**config.mk**
```make
export PLATFORM = sky130hd
export DESIGN_NAME = alu_unit
export DESIGN_NICKNAME = d
export VERILOG_FILES = /design/src/rtl/alu_pkg.sv /design/src/rtl/alu_datapath.sv /design/src/rtl/alu_unit.sv
export SDC_FILE = /design/constraint.sdc
export NUM_CORES = 1
export LEC_CHECK = 0
export ABC_CLOCK_PERIOD_IN_PS = 3900
export CORE_UTILIZATION = 52
export CTS_CLUSTER_DIAMETER = 200
export DETAILED_ROUTE_END_ITERATION = 8
export HOLD_SLACK_MARGIN = 0.12
export PLACE_DENSITY = 0.93
export SYNTH_ARGS = -nofsm -noshare
export SYNTH_HDL_FRONTEND = slang
export SYNTH_SLANG_ARGS = --single-unit
```
**constraint.sdc**
```tcl
create_clock -name clk -period 3.9 [get_ports clk]
set_clock_uncertainty 0.1 [all_clocks]
set_input_delay 1.17 -clock clk [delete_from_list [all_inputs] [get_ports clk]]
set_output_delay 1.17 -clock clk [all_outputs]
set_load 0.1 [all_outputs]
```
**src/rtl/alu_pkg.sv**
```systemverilog
// Shared op-codes and flag bundle for the RISC ALU datapath.
package alu_pkg;

  typedef logic [1:0] alu_op_t;

  localparam alu_op_t OP_ADD = 2'b00;
  localparam alu_op_t OP_SUB = 2'b01;
  localparam alu_op_t OP_AND = 2'b10;
  localparam alu_op_t OP_OR  = 2'b11;

  typedef struct packed {
    logic zero;
    logic carry;
    logic overflow;
    logic negative;
  } alu_flags_t;

endpackage

```
**src/rtl/alu_datapath.sv**
```systemverilog
// Combinational ALU core: result and status flags for one operation.
module alu_datapath
  import alu_pkg::*;
#(
  parameter int unsigned WIDTH = 8
) (
  input  alu_op_t          op,
  input  logic [WIDTH-1:0] a,
  input  logic [WIDTH-1:0] b,
  output logic [WIDTH-1:0] result_c,
  output alu_flags_t       flags_c
);

  localparam int unsigned MSB = WIDTH - 1;

  logic [WIDTH:0] sumExt;
  logic [WIDTH:0] diffExt;

  // Extended-width add/sub; the top bit is carry-out or borrow respectively.
  assign sumExt  = {1'b0, a} + {1'b0, b};
  assign diffExt = {1'b0, a} - {1'b0, b};

  always_comb begin
    result_c         = sumExt[WIDTH-1:0];
    flags_c          = '0;
    case (op)
      OP_SUB: begin
        result_c         = diffExt[WIDTH-1:0];
        flags_c.carry    = diffExt[WIDTH];
        flags_c.overflow = (a[MSB] != b[MSB]) && (diffExt[MSB] != a[MSB]);
      end
      OP_AND: result_c = a & b;
      OP_OR:  result_c = a | b;
      default: begin
        result_c         = sumExt[WIDTH-1:0];
        flags_c.carry    = sumExt[WIDTH];
        flags_c.overflow = (a[MSB] == b[MSB]) && (sumExt[MSB] != a[MSB]);
      end
    endcase
    flags_c.zero     = (result_c == '0);
    flags_c.negative = result_c[MSB];
  end

endmodule

```
**src/rtl/alu_unit.sv**
```systemverilog
// Registered ALU: one-cycle latency, result and flags held while idle.
module alu_unit
  import alu_pkg::*;
#(
  parameter int unsigned WIDTH = 8
) (
  input  logic             clk,
  input  logic             rst,
  input  logic [1:0]       ALU_Op,
  input  logic [WIDTH-1:0] inA,
  input  logic [WIDTH-1:0] inB,
  input  logic             in_valid,
  output logic [WIDTH-1:0] out,
  output logic             isZero,
  output logic             carry,
  output logic             overflow,
  output logic             negative,
  output logic             out_valid
);

  logic [WIDTH-1:0] result_c;
  alu_flags_t       flags_c;

  alu_datapath #(
    .WIDTH(WIDTH)
  ) uDatapath (
    .op      (alu_op_t'(ALU_Op)),
    .a       (inA),
    .b       (inB),
    .result_c(result_c),
    .flags_c (flags_c)
  );

  // Zero flag comes from the fresh result, never from the stale register.
  always_ff @(posedge clk) begin
    if (rst) begin
      out       <= '0;
      isZero    <= 1'b1;
      carry     <= 1'b0;
      overflow  <= 1'b0;
      negative  <= 1'b0;
      out_valid <= 1'b0;
    end else if (in_valid) begin
      out       <= result_c;
      isZero    <= flags_c.zero;
      carry     <= flags_c.carry;
      overflow  <= flags_c.overflow;
      negative  <= flags_c.negative;
      out_valid <= 1'b1;
    end else begin
      out_valid <= 1'b0;
    end
  end

endmodule

```
==> reports/metrics.cfg <==
[status]
status = finished with violations
violations = design-rule violations

[place]
hpwl_mm = 2.961
placed_area_um2 = 1983
io_buffers = 33
place_congestion = 0.9104

[synthesis]
ys.flop_type = dfxtp_1
ys_seq_area_frac = 0.1477
syn_area_um2 = 1627
ys_warn_count = 0
async_flop_share = 0
ys_types = 55
syn_area_per_cell_um2 = 7.858
synth-edff-count = 0
synth.net_count = 254
synthCells = 207
synth_seq_cells = 12

[clock_network]
clkTransAtPathRegs_ns = 0.08
cts_tree = done
clock_latency_ns = 0.28
postCtsHoldBufs = 0
post_cts_buffers = 0
cts_made_buffers = 3
cts_root_buffer = clkbuf_4
h-tree-depth = 1
cts_resized = 0
clock_sinks = 12
cts.path.max_buffers = 2

[sta]
rsz0062_at_grt = false
fin_crit_ns = 3.656
setup_viol = 0
relSlewSlack = 0.6617
finalCritPeriodShare = 0.9375
drv_slew = 0
hold_viol_final = 0
fmax_mhz = 273.5
worst_slew_pin_slew_ns = 0.5059
fin_hold_ws_ns = 0.3686

[global_routing]
grt_pass1_wl_mm = 6.161
grt_max_degree = 17
grt_usage = 0.2298
antenna_found_initial = 0
grt_pass1_vias = 1471
grt_overflow_total = 0

[setup_path]
crit_fanout = 3
timing.rr.start = carry$_SDFFE_PP0P_
cp-end-kind = flop
required_ns = 4.00
r2r_setup_slack_ns = 3.10
startpoint = inA[0]
rr_endpoint = carry$_SDFFE_PP0P_
crit_path_end = isZero$_SDFFE_PP1P_
critPathArrivalTime_ns = 3.76
crit_path_start_kind = input pin
worstRegToRegCells = 2
path_class = in2reg

[die]
core_um2 = 2853
die_y_um = 57.93
fp.dieW_um = 57.93
io_pins = 34
rows = 19
start_util = 0.5702
die_area_um2 = 3356

[finish]
fillers = 225
final_common_cell = buf_4
drive_gt1_frac = 0.1585
layout.nets = 294
fin_area_um2 = 2019
final_cell_mix = buf_4, inv_1, ha_1, nor2_1, clkdlybuf4s50_1
syn2layout_area_growth_pct = 24.15
diodes = 0
postLayoutCoreUtil = 0.7079

[worst_hold_path]
hold_path_class = reg2reg

[detailed_routing]
wire_per_inst_um = 13.08
vias_per_cell = 5.996
via_count = 1661
drc = 2
routed_wl_mm = 3.622
firstDrtPassIters = 6
ant_nets = 0
first_iter_violations = 61

[power_and_ir_drop]
leakage_nw = 0.9552
power.total_w = 0.0005432
max-vdd-ir-drop_uv = 151.9
p_per_area_nw_per_um2 = 269.0

[job]
cap_violations = 0

==> cell usage after synthesis (2+ instances only) <==
cell,n,area (µm²)
nor4_1,2,12.51
or4_1,4,30.03
buf_6,3,33.78
a211o_1,2,17.52
fa_1,2,40.04
dfxtp_1,12,240.2
mux2i_1,4,40.04
o211ai_1,3,22.52
nand3_1,2,10.01
a211oi_1,8,60.06
a311o_1,2,20.02
o21ai_0,5,25.02
nand2_1,12,45.04
nor2b_1,5,31.28
and3_1,2,12.51
o21bai_1,2,15.01
buf_2,2,10.01
o22ai_1,2,12.51
xor2_1,2,17.52
clkbuf_1,3,11.26
ha_1,24,300.3
nor2_1,21,78.83
o31ai_1,3,22.52
nor3_1,8,40.04
o21ba_1,2,20.02
buf_4,4,30.03
nor4b_1,2,17.52
a311oi_1,2,17.52
inv_1,24,90.09
o21ai_1,3,15.01
o31ai_2,2,25.02
a21o_1,2,15.01
a21oi_1,9,45.04
==> sequential cells by signal, indices dropped and copies added, names as in the netlist <==
register   count
isZero         1
out            8
overflow       1
carry          1
out_valid      1
==> worst max-delay path, cell delays in order <==
cell and delay (ns):
clkdlybuf4s50_1 0.48, inv_1 0.06, ha_1 0.23, fa_1 0.39, o21ba_1 0.22, a211o_1 0.26, nor3_1 0.15, a21oi_1 0.08
or4_1 0.52, o31ai_2 0.21
==> per-stage QoR <==
step | setup slack (ns) | setup TNS [ns] | std cells
6_report | 0.2436 | 0 | 277
5_1_grt | 0.1513 | 0 | 277
4_1_cts | 0.2608 | 0 | 277
3_5_place_dp | -0.02867 | -0.02867 | 273
3_3_place_gp | 0.02266 | 0 | 273
2_1_floorplan | 0.5409 | 0 | 207
==> where the power goes <==
| group | switching [W] | internal, W |
|---|---|---|
| registers | 0.00000541 | 0.000132 |
| logic | 0.000192 | 0.000111 |
| clock network | 0.0000451 | 0.0000568 |
| total | 0.000243 | 0.000300 |
==> cell families (layout without fill, tap and decap cells) <==
| logic type | count (synthesis) | after routing | share of synthesized area |
|---|---|---|---|
| AND/OR/NAND/NOR | 65 | 65 | 0.2100 |
| AO/OA/AOI/OAI | 60 | 60 | 0.2777 |
| buffers and inverters | 36 | 75 | 0.1077 |
| adder cells (fa/ha/maj) | 26 | 26 | 0.2092 |
| flip-flops | 12 | 12 | 0.1477 |
| multiplexers | 5 | 5 | 0.03154 |
| XOR/XNOR | 3 | 3 | 0.01616 |
==> how the worst min path moves through the flow <==
stage,from,end,slack (ns),depth (start not counted)
floorplan,overflow$_SDFFE_PP0P_,overflow$_SDFFE_PP0P_,0.81,2
global placement,overflow$_SDFFE_PP0P_,overflow$_SDFFE_PP0P_,0.35,2
detailed placement,overflow$_SDFFE_PP0P_,overflow$_SDFFE_PP0P_,0.36,2
CTS,overflow$_SDFFE_PP0P_,overflow$_SDFFE_PP0P_,0.37,2
global route,overflow$_SDFFE_PP0P_,overflow$_SDFFE_PP0P_,0.40,2
finish,overflow$_SDFFE_PP0P_,overflow$_SDFFE_PP0P_,0.37,2
==> per-layer routing <==
metal | global-route usage | vias to the layer above | part of all wire
li1 | - | 827 | -
met1 | 0.2946 | 751 | 0.44
met2 | 0.3974 | 76 | 0.48
met3 | 0.03795 | 7 | 0.070
met4 | 0.06463 | 0 | 0.013
met5 | 0 | - | 0
==> final cells by class <==
type                    count  area (µm²)  area share
repair buffers             47       402.9      0.1995
clock buffers               4       36.28     0.01797
well taps                  31       38.79     0.01921
flip-flops and latches     12       240.2      0.1190
multi-input cells         159        1211      0.5998
inverters                  24       90.09     0.04461
Note: power is estimated with default switching activity, not from simulation.
